===== src/rtl/alien_fire_pkg.sv =====
// Shared types and default sizing for the alien fire scheduler.
// The state encoding lives here so benches and neighbours can name states.
package alien_fire_pkg;

    localparam int NUM_COLS_DEFAULT   = 11;
    localparam int COL_BITS_DEFAULT   = 4;
    localparam int MIN_DELAY_DEFAULT  = 2;
    localparam int RAND_BITS_DEFAULT  = 8;
    localparam int DELAY_BITS_DEFAULT = 6;
    localparam int CNT_BITS_DEFAULT   = 8;

    typedef enum logic [2:0] {
        ST_IDLE,
        ST_REQ_DLY,
        ST_CAP_DLY,
        ST_WAIT,
        ST_REQ_COL,
        ST_CAP_COL,
        ST_SCAN,
        ST_FIRE
    } fire_state_e;

endpackage


===== src/rtl/alien_fire_scheduler.sv =====
// Picks a random delay, then a random live column, and requests an alien shot.
// Talks to an external random generator through a rise/dout handshake.
module alien_fire_scheduler
    import alien_fire_pkg::*;
#(
    parameter int NUM_COLS   = NUM_COLS_DEFAULT,
    parameter int COL_BITS   = COL_BITS_DEFAULT,
    parameter int RAND_BITS  = RAND_BITS_DEFAULT,
    parameter int DELAY_BITS = DELAY_BITS_DEFAULT,
    parameter int MIN_DELAY  = MIN_DELAY_DEFAULT,
    parameter int CNT_BITS   = CNT_BITS_DEFAULT
) (
    input  logic                 clk,
    input  logic                 reset,
    input  logic                 enable,
    input  logic                 tick,
    output logic                 rand_rise,
    input  logic [RAND_BITS-1:0] rand_val,
    input  logic [NUM_COLS-1:0]  col_alive,
    output logic                 fire_req,
    output logic [COL_BITS-1:0]  fire_col,
    input  logic                 fire_ack
);

    localparam int PAD_W = 2 ** COL_BITS;

    fire_state_e         state_q, state_d;
    logic [CNT_BITS-1:0] cnt_q, cnt_d;
    logic [COL_BITS-1:0] idx_q, idx_d;
    logic [COL_BITS-1:0] scan_q, scan_d;
    logic [COL_BITS-1:0] fire_col_q, fire_col_d;
    logic                rand_rise_q, rand_rise_d;
    logic                fire_req_q, fire_req_d;

    logic [PAD_W-1:0]    alive_pad;
    logic [COL_BITS-1:0] col_raw;
    logic                unused_rand;

    // Padding lets idx address every code of COL_BITS; phantom columns read dead.
    assign alive_pad   = PAD_W'(col_alive);
    assign col_raw     = rand_val[COL_BITS-1:0];
    assign unused_rand = ^rand_val;

    // NOTE: every variable gets a default before the case, otherwise any path
    // that skips an assignment infers a latch.
    always_comb begin
        state_d    = state_q;
        cnt_d      = cnt_q;
        idx_d      = idx_q;
        scan_d     = scan_q;
        fire_col_d = fire_col_q;

        // A pending shot is never withdrawn; everything else stops on disable.
        if (!enable && state_q != ST_FIRE) begin
            state_d = ST_IDLE;
        end else begin
            unique case (state_q)
                ST_IDLE:    state_d = ST_REQ_DLY;
                ST_REQ_DLY: state_d = ST_CAP_DLY;
                ST_CAP_DLY: begin
                    cnt_d   = CNT_BITS'(MIN_DELAY) + CNT_BITS'(rand_val[DELAY_BITS-1:0]);
                    state_d = ST_WAIT;
                end
                ST_WAIT: begin
                    if (tick) begin
                        if (cnt_q <= CNT_BITS'(1)) state_d = ST_REQ_COL;
                        else                       cnt_d   = cnt_q - CNT_BITS'(1);
                    end
                end
                ST_REQ_COL: state_d = ST_CAP_COL;
                ST_CAP_COL: begin
                    idx_d   = ({1'b0, col_raw} >= (COL_BITS+1)'(NUM_COLS))
                            ? col_raw - COL_BITS'(NUM_COLS) : col_raw;
                    scan_d  = '0;
                    state_d = ST_SCAN;
                end
                ST_SCAN: begin
                    if (alive_pad[idx_q]) begin
                        fire_col_d = idx_q;
                        state_d    = ST_FIRE;
                    end else if (scan_q == COL_BITS'(NUM_COLS - 1)) begin
                        state_d = ST_REQ_DLY;
                    end else begin
                        idx_d  = (idx_q == COL_BITS'(NUM_COLS - 1)) ? '0 : idx_q + COL_BITS'(1);
                        scan_d = scan_q + COL_BITS'(1);
                    end
                end
                ST_FIRE: begin
                    if (fire_ack) state_d = enable ? ST_REQ_DLY : ST_IDLE;
                end
                default: state_d = ST_IDLE;
            endcase
        end

        // Outputs are decoded from the next state so they register with it.
        rand_rise_d = (state_d == ST_REQ_DLY) || (state_d == ST_REQ_COL);
        fire_req_d  = (state_d == ST_FIRE);
    end

    // NOTE: state updates use non-blocking assignments so every register
    // samples the pre-edge values regardless of statement order.
    always_ff @(posedge clk) begin
        if (reset) begin
            state_q     <= ST_IDLE;
            cnt_q       <= '0;
            idx_q       <= '0;
            scan_q      <= '0;
            fire_col_q  <= '0;
            rand_rise_q <= 1'b0;
            fire_req_q  <= 1'b0;
        end else begin
            state_q     <= state_d;
            cnt_q       <= cnt_d;
            idx_q       <= idx_d;
            scan_q      <= scan_d;
            fire_col_q  <= fire_col_d;
            rand_rise_q <= rand_rise_d;
            fire_req_q  <= fire_req_d;
        end
    end

    assign rand_rise = rand_rise_q;
    assign fire_req  = fire_req_q;
    assign fire_col  = fire_col_q;

endmodule


===== config.mk =====
export PLATFORM = sky130hd
export DESIGN_NAME = alien_fire_scheduler
export DESIGN_NICKNAME = d
export VERILOG_FILES = /design/src/rtl/alien_fire_pkg.sv /design/src/rtl/alien_fire_scheduler.sv
export SDC_FILE = /design/constraint.sdc
export NUM_CORES = 1
export LEC_CHECK = 0
export BUFFER_PORTS_ARGS = -buffer_cell sky130_fd_sc_hd__buf_2
export CAP_MARGIN = 20
export CORE_MARGIN = 2
export CORE_UTILIZATION = 40
export DETAILED_ROUTE_END_ITERATION = 16
export PLACE_DENSITY = 0.59
export SYNTH_ARGS = -nofsm -noshare
export SYNTH_HDL_FRONTEND = slang
export SYNTH_SLANG_ARGS = --single-unit

===== constraint.sdc =====
create_clock -name clk -period 5.68 [get_ports clk]
set_input_delay 0.284 -clock clk [delete_from_list [all_inputs] [get_ports clk]]
set_output_delay 0.284 -clock clk [all_outputs]
set_load 0.01 [all_outputs]

Word level (Yosys, flattened, before mapping)
Cells that the tools add are included.
{"block": "word_totals", "word_cells": 63, "output_inout_bits": 6, "ff_bits": 25, "in_bits": 24}
{"block": "op_classes", "bitwise": 1, "reduce_logical": 9, "muxes": 21, "add_sub_neg": 5, "n_eq_ne": 17, "magnitude_cmp": 3}
{"operator": "4-bit two-way mux", "n": 6}
{"operator": "3-bit one-hot mux with 8 select lines", "n": 1}
{"operator": "3-bit == test (second input constant)", "n": 6}
{"operator": "3-bit two-way mux", "n": 6}
{"operator": "8-bit two-way mux", "n": 2}
{"operator": "4-bit one-hot mux with 2 select lines", "n": 2}
{"operator": "8-bit one-hot mux with 2 select lines", "n": 1}
{"operator": "4-bit by 1-bit adder with 4-bit output (second input constant)", "n": 2}
{"operator": "4-bit == test (second input constant)", "n": 2}
{"operator": "8-bit by 1-bit <= comparator with 1-bit output (second input constant)", "n": 1}
{"operator": "2-bit inequality test (second input constant)", "n": 4}
{"operator": "4-bit AND reduction", "n": 2}
{"operator": "8-bit by 1-bit subtractor with 8-bit output (second input constant)", "n": 1}
{"operator": "2-bit by 6-bit adder with 7-bit output (first input constant)", "n": 1}
{"operator": "3-bit by 1-bit == test with 1-bit output (second input constant)", "n": 2}
{"operator": "3-bit by 2-bit == test with 1-bit output (second input constant)", "n": 2}
{"operator": "4-bit by 5-bit less-than comparator with 1-bit output (second input constant)", "n": 1}
{"operator": "1-bit binary-select mux with 4-bit select", "n": 1}
{"operator": "4-bit >= comparator (second input constant)", "n": 1}
{"operator": "2-bit nonzero test", "n": 2}
{"operator": "4-bit subtractor (second input constant)", "n": 1}
{"operator": "3-bit logical NOT", "n": 1}
{"operator": "3-bit inequality test (second input constant)", "n": 1}
{"operator": "3-bit AND reduction", "n": 1}
{"operator": "other kinds (5)", "n": 6}

Depth between registers and ports, before layout
Gate-level depths: netlist of run 1.
{"block": "logic_depth", "word_depth": 7, "ltp_mapped": 9}

Least setup slack after synthesis of run 1
Ideal clock, no wire load.
{"block": "synth_timing", "path_type": "reg2reg", "from": "register idx_q[0]", "to": "register scan_q[3]", "t_arrival_ns": 1.827, "path_buffers": 0, "path_slack_ns": 3.784, "path_stages_with_launch": 7, "setup_time_ns": 0.070, "cell_sequence": "dfxtp_1 > mux4_2 > nand2b_4 > a32oi_4 > nand2_4 > or3_1 > a21oi_1"}
{"block": "synth_between", "elab_chain_cells": 4}
{"element": "start: declaration", "line": "alien_fire_scheduler.sv:29", "rtl": "logic [COL_BITS-1:0] idx_q, idx_d;"}
{"element": "start signal: assignment", "line": "alien_fire_scheduler.sv:114", "rtl": "idx_q <= idx_d;"}
{"element": "1-bit binary-select mux with 4-bit select", "line": "alien_fire_scheduler.sv:78", "rtl": "if (alive_pad[idx_q]) begin"}
{"element": "1-bit two-way mux (not written as such)", "line": "alien_fire_scheduler.sv:78"}
{"element": "2-bit inequality test (no line)"}
{"element": "4-bit AND reduction (no line)"}
{"element": "end signal: assignment", "line": "alien_fire_scheduler.sv:115", "rtl": "scan_q <= scan_d;"}
{"element": "end: declaration", "line": "alien_fire_scheduler.sv:30", "rtl": "logic [COL_BITS-1:0] scan_q, scan_d;"}
Every way passes these cells. The select of a mux whose other input is x is not followed.
A chain may end at the register's enable or synchronous reset.

Final worst setup path of run 1
Same ends and word-level chain as after synthesis.

==> results_dict.tcl, run 1 <==
set metrics [dict create \
    drt-initial-drc-count 142 \
    p_leak_nw 0.6909 \
    seq_area_um2 500.5 \
    setup_viol 0 \
    multi_input_area_um2 1124 \
    synth_xor_xnor_area_share 0.03546 \
    cp_slowest_cell "dfxtp_1" \
    cts_buffers 3 \
    drtPass1Iterations 5 \
    initial_core_util 0.4231 \
    max_stage_delay_ns 0.68 \
    grt_pass1_vias 1460 \
    cp-end-kind "flip-flop" \
    tns_ns 0 \
    clk_path_buf_depth 2 \
    status "finished clean" \
    hold_path_class "in -> reg" \
    ys_warn_count 0 \
    wire_per_inst_um 13.59 \
    nets 265 \
    ys_async_sr_fraction 0 \
    drt_wl_total_um 3845 \
    grt_pass1_wl_um 6872 \
    post_synth_and_or_nand_nor_area_fraction 0.2533 \
    synth_compound_area_frac 0.2337 \
    report.final.hold_viol_count 0 \
    ys_types 56 \
    numClockSinks 25 \
    met3_length_um 115 \
    die_h_um 69.75 \
    grt_max_degree 22 \
    drc 0 \
    synthMuxAreaShare 0.07670 \
    highest_layer "met4" \
    h-tree-depth 1 \
    antenna_left 0 \
    die-area_um2 4865 \
    cts_hold_buf 0 \
    rsz0062_at_grt "no" \
    min_period_ns 2.590 \
    worst-endpoint-required_ns 5.89 \
    place_congestion 0.7622 \
    clock_latency_ns 0.27 \
    synth-edff-count 0 \
    dpl.hpwl_um 2794 \
    finClkSkew_ns 0.01356 \
    syn_area_per_cell_um2 8.043 \
    slew_headroom 0.5494 \
    syn-num-nets 246 \
    max_freq_mhz 386.1 \
    core_region_area_um2 4086 \
    post_cts.repair.setup_buffers 0 \
    antenna_cells 0 \
    startpoint_type "flip-flop" \
    syn_inst 215 \
    critical_path.top_delay_family "simple AND/OR/NAND/NOR gates" \
    wl_met2_um 1675 \
    cts-root-buf "clkbuf_8" \
    crit_type "reg -> reg" \
    die_w_um 69.75 \
    cts_resized 0 \
    synth_top_family_by_area "simple AND/OR/NAND/NOR gates" \
    max_cap_violations 0 \
    powerDensity_nw_per_um2 175.3 \
    crit_fanout 13 \
    drive_gt1_frac 0.1888 \
    grt_usage 0.1677 \
    ys_seq_area_frac 0.2894 \
    path_cells "mux4_2 -> nand2b_4 -> a32oi_4 -> nand2_4 -> or3_1 -> a21oi_1" \
    critPathBufInv 0 \
    synth_ff_type "dfxtp_1" \
    yosys.area_share.adder 0.05065 \
    via_count 1549 \
    portBuffers 27 \
    antenna_found_initial 0 \
    cts_tree "done" \
    finalMaxSlewViolations 0 \
    gr-total-overflow 0 \
    synth-seq-cells 25 \
    ir_drop_uv 114.6 \
    clkTransAtPathRegs_ns 0.10 \
    viasPerCell 5.473 \
    rows 23 \
    tightest_slew_ns 0.6759 \
    worstPathArrival_ns 2.80 \
    fin_hold_ws_ns 0.3216 \
    synth_area_um2 1729 \
    period_share 0.4560 \
    area_growth_pct 10.13 \
    io_pins 30 \
    nFillCells 432 \
    wl_met1_um 2041 \
]
path summary, 6_finish.rpt:
| path | start | end | slack (ns) | depth (start not counted) |
|---|---|---|---|---|
| worst max-delay path | idx_q[0] | scan_q[3] | 3.09 | 6 |
| worst min-delay path | rand_val[0] | cnt_q[0] | 0.32 | 3 |
| worst max register to register | idx_q[0] | scan_q[3] | 3.09 | 6 |
| worst min register to register | scan_q[1] | scan_q[1] | 0.50 | 2 |
synth_stat cells, drive strengths merged (2+ instances only):
master  count  area [µm²]
buf         5       36.28
or3         3       18.77
nor4        2       12.51
xor2        2       17.52
nor3        4       20.02
xnor2       5       43.79
nand2      18       75.07
nand3      12       60.06
a22oi       6       45.04
or2b        2       16.27
a31oi       3       18.77
nor3b       2       15.01
o21ai      17       85.08
a32oi       2       36.29
or4         2       15.01
a211oi      4       35.03
nand2b      5       38.78
a21oi      14       73.82
o22ai       2       12.51
ha          7       87.58
nand3b      3       22.52
mux2i      11       110.1
dfxtp      25       500.5
inv         8       30.03
nor2       25       101.4
clkbuf      7       26.28
routing by layer:
metal,vias to the layer above,global-route usage
met5,-,0
met4,0,0.02564
met3,2,0.03198
met2,27,0.2618
met1,711,0.2443
li1,809,-
power by group:
part | internal, mW | switching, mW
registers | 0.177 | 0.00367
logic | 0.0199 | 0.0237
clock network | 0.0497 | 0.0597
placed cells by master (no fill, tap or decap), drive strengths merged, types with 3 or more instances in the layout:
cell,count
a22oi,6
nand2b,5
nor3,4
a211oi,4
inv,8
a31oi,3
nor2,25
ha,7
mux2i,11
buf,27
or3,3
clkbuf,3
xnor2,5
nand3,12
nand3b,3
o21ai,17
dfxtp,25
a21oi,14
nand2,18
state kept, by name, indices dropped and copies added (netlist names):
signal     cells
state_q        3
fire_col       4
scan_q         4
rand_rise      1
idx_q          4
cnt_q          8
fire_req       1
through the flow:
step | cells | util | setup slack, ns | power [mW] | instance area (µm²)
floorplan | 215 | - | 3.784 | 0.2126 | 1729
global route | 283 | 0.4660 | 2.911 | 0.3530 | 1904
CTS | 283 | 0.4660 | 3.067 | 0.3387 | 1904
global placement | 279 | 0.4541 | 3.121 | 0.2281 | 1856
finish | 283 | 0.4660 | 3.090 | 0.3339 | 1904
detailed placement | 279 | 0.4541 | 3.095 | 0.2285 | 1856
logic make-up (layout without fill, tap and decap cells):
logic type	after synthesis	count (layout)
AO/OA/AOI/OAI	58	58
XOR/XNOR	7	7
adder cells (fa/ha/maj)	7	7
buffers and inverters	22	40
flip-flops	25	25
multiplexers	12	12
AND/OR/NAND/NOR	84	84
worst reg2reg max path, delay by kind of cell (launching register included):
family	cells	cell delay [ns]
compound gates	2	0.55
flops	1	0.68
mux	1	0.58
simple gates	3	0.71
final cells by class:
cell class / count / area share
Multi-Input combinational cell: 168 / 0.5900
Sequential cell: 25 / 0.2628
Timing Repair Buffer: 27 / 0.07096
Tap cell: 50 / 0.03285
Clock buffer: 3 / 0.02168
Inverter: 9 / 0.01774
Clock inverter: 1 / 0.003942
(Power assumes the default switching activity.)
==> run 2, diff against run 1 <==
Settings changed: PLACE_DENSITY 0.59 to 0.62.
Clock period 5.68 ns to 2.1 ns, I/O delays scaled along.
==> results_dict.tcl, run 2 (synthesis results as in run 1) <==
set metrics [dict create \
    drtPass1Iterations 4 \
    p_leak_nw 0.7882 \
    tns_ns 0 \
    status "finished clean" \
    rows 23 \
    nFillCells 407 \
    final_common_cell "buf_2" \
    hold_path_class "in -> reg" \
    ir_drop_uv 422.9 \
    setup_viol 0 \
    met3_length_um 220 \
    grt_pass1_wl_um 6872 \
    fin_hold_ws_ns 0.1298 \
    numClockSinks 25 \
    grt_usage 0.1701 \
    antenna_left 0 \
    crit_type "reg -> reg" \
    rsz0062_at_grt "no" \
    nets 282 \
    clkTransAtPathRegs_ns 0.10 \
    seq_area_um2 500.5 \
    antenna_found_initial 0 \
    startpoint_type "flip-flop" \
    drt_wl_total_um 3954 \
    cts_hold_buf 0 \
    worstPathArrival_ns 2.18 \
    largest_register "cnt_q" \
    clock_latency_ns 0.27 \
    drc 0 \
    grt_pass1_vias 1534 \
    cp-end-kind "flip-flop" \
    finalPower_mw 0.9148 \
    crit_fanout 4 \
    cts_tree "done" \
    tightest_slew_ns 0.5180 \
    finClkSkew_ns 0.007675 \
    viasPerCell 5.467 \
    dpl.hpwl_um 2893 \
    wire_per_inst_um 13.18 \
    antenna_cells 0 \
    finalMaxSlewViolations 0 \
    highest_layer "met4" \
    die-area_um2 4865 \
    period_share 0.9384 \
    initial_core_util 0.4231 \
    largest_reg_flops 8 \
    cts-root-buf "clkbuf_8" \
    grt_max_degree 22 \
    worst-endpoint-required_ns 2.31 \
    via_count 1640 \
    drive_gt1_frac 0.2440 \
    wl_met2_um 1717 \
    min_period_ns 1.971 \
    io_pins 30 \
    cts_buffers 3 \
    wl_met1_um 1994 \
    portBuffers 27 \
    multi_input_area_um2 1154 \
    drt-initial-drc-count 77 \
    slew_headroom 0.6520 \
    clk_path_buf_depth 2 \
    max_freq_mhz 507.5 \
    area_growth_pct 19.10 \
    h-tree-depth 1 \
    gr-total-overflow 0 \
    mostFrequentLayoutCells "27 x buf_2, 25 x dfxtp_1, 24 x nor2_1" \
    place_congestion 0.7943 \
    die_h_um 69.75 \
    powerDensity_nw_per_um2 444.2 \
    die_w_um 69.75 \
    max_cap_violations 0 \
    report.final.hold_viol_count 0 \
    core_region_area_um2 4086 \
]
==> run 2: changes by cell type in the layout (fill, tap and decap cells not counted) <==
| cell | before | now |
|---|---|---|
| buf_4 | 0 | 17 |
| a21oi_2 | 1 | 0 |
| a21oi_4 | 0 | 1 |
| a311oi_2 | 1 | 0 |
| a311oi_4 | 0 | 1 |
| clkinv_2 | 0 | 1 |
| clkinvlp_4 | 1 | 0 |
| o41ai_2 | 1 | 0 |
| o41ai_4 | 0 | 1 |
==> run 2: timing repair <==
| item | in CTS | in global routing |
|---|---|---|
| buffers inserted | 0 | 2 |
| setup endpoints to repair | 0 | 6 |
| gates resized for setup | 0 | 3 |
==> run 2: layout make-up <==
type / count / share of cell area
Sequential cell: 25 / 0.2430
Multi-Input combinational cell: 168 / 0.5601
Inverter: 9 / 0.01640
Clock buffer: 3 / 0.02005
Tap cell: 50 / 0.03038
Timing Repair Buffer: 44 / 0.1276
Clock inverter: 1 / 0.002430
==> run 2: stage by stage <==
step	area, µm²	utilization	setup WS, ns	instances
floorplan	1729	-	0.2036	215
global placement	1968	0.4816	0.1320	294
detailed placement	1968	0.4816	0.08394	294
CTS	2014	0.4930	0.07490	298
global route	2059	0.5040	0.002468	300
finish	2059	0.5040	0.1294	300
==> run 2: worst max-delay path: stages, from the launching register on <==
cell and delay, ns:
dfxtp_1 0.37, inv_1 0.08, ha_1 0.23, a311oi_4 0.37
a21o_1 0.15, nand2_1 0.07, or4_1 0.49, a21oi_1 0.15
==> run 2: worst paths after layout <==
| path | from | end | slack (ns) | cells past startpoint |
|---|---|---|---|---|
| min | rand_val[0] | cnt_q[0] | 0.13 | 3 |
| max | scan_q[0] | fire_req | 0.13 | 7 |
| max reg2reg | scan_q[0] | fire_req | 0.13 | 7 |
| min reg2reg | fire_col[3] | fire_col[3] | 0.50 | 2 |
==> run 2: where the power goes <==
part | leakage (nW) | total [mW] | internal (mW) | switching, mW
clock network | 0.0255 | 0.297 | 0.133 | 0.164
logic | 0.561 | 0.130 | 0.0596 | 0.0699
registers | 0.202 | 0.488 | 0.479 | 0.00907
==> run 2: per-layer routing <==
layer	track usage	vias to the layer above
met3	0.03198	2
met5	0	-
met4	0.03846	0
met1	0.2385	755
met2	0.2714	42
li1	-	841
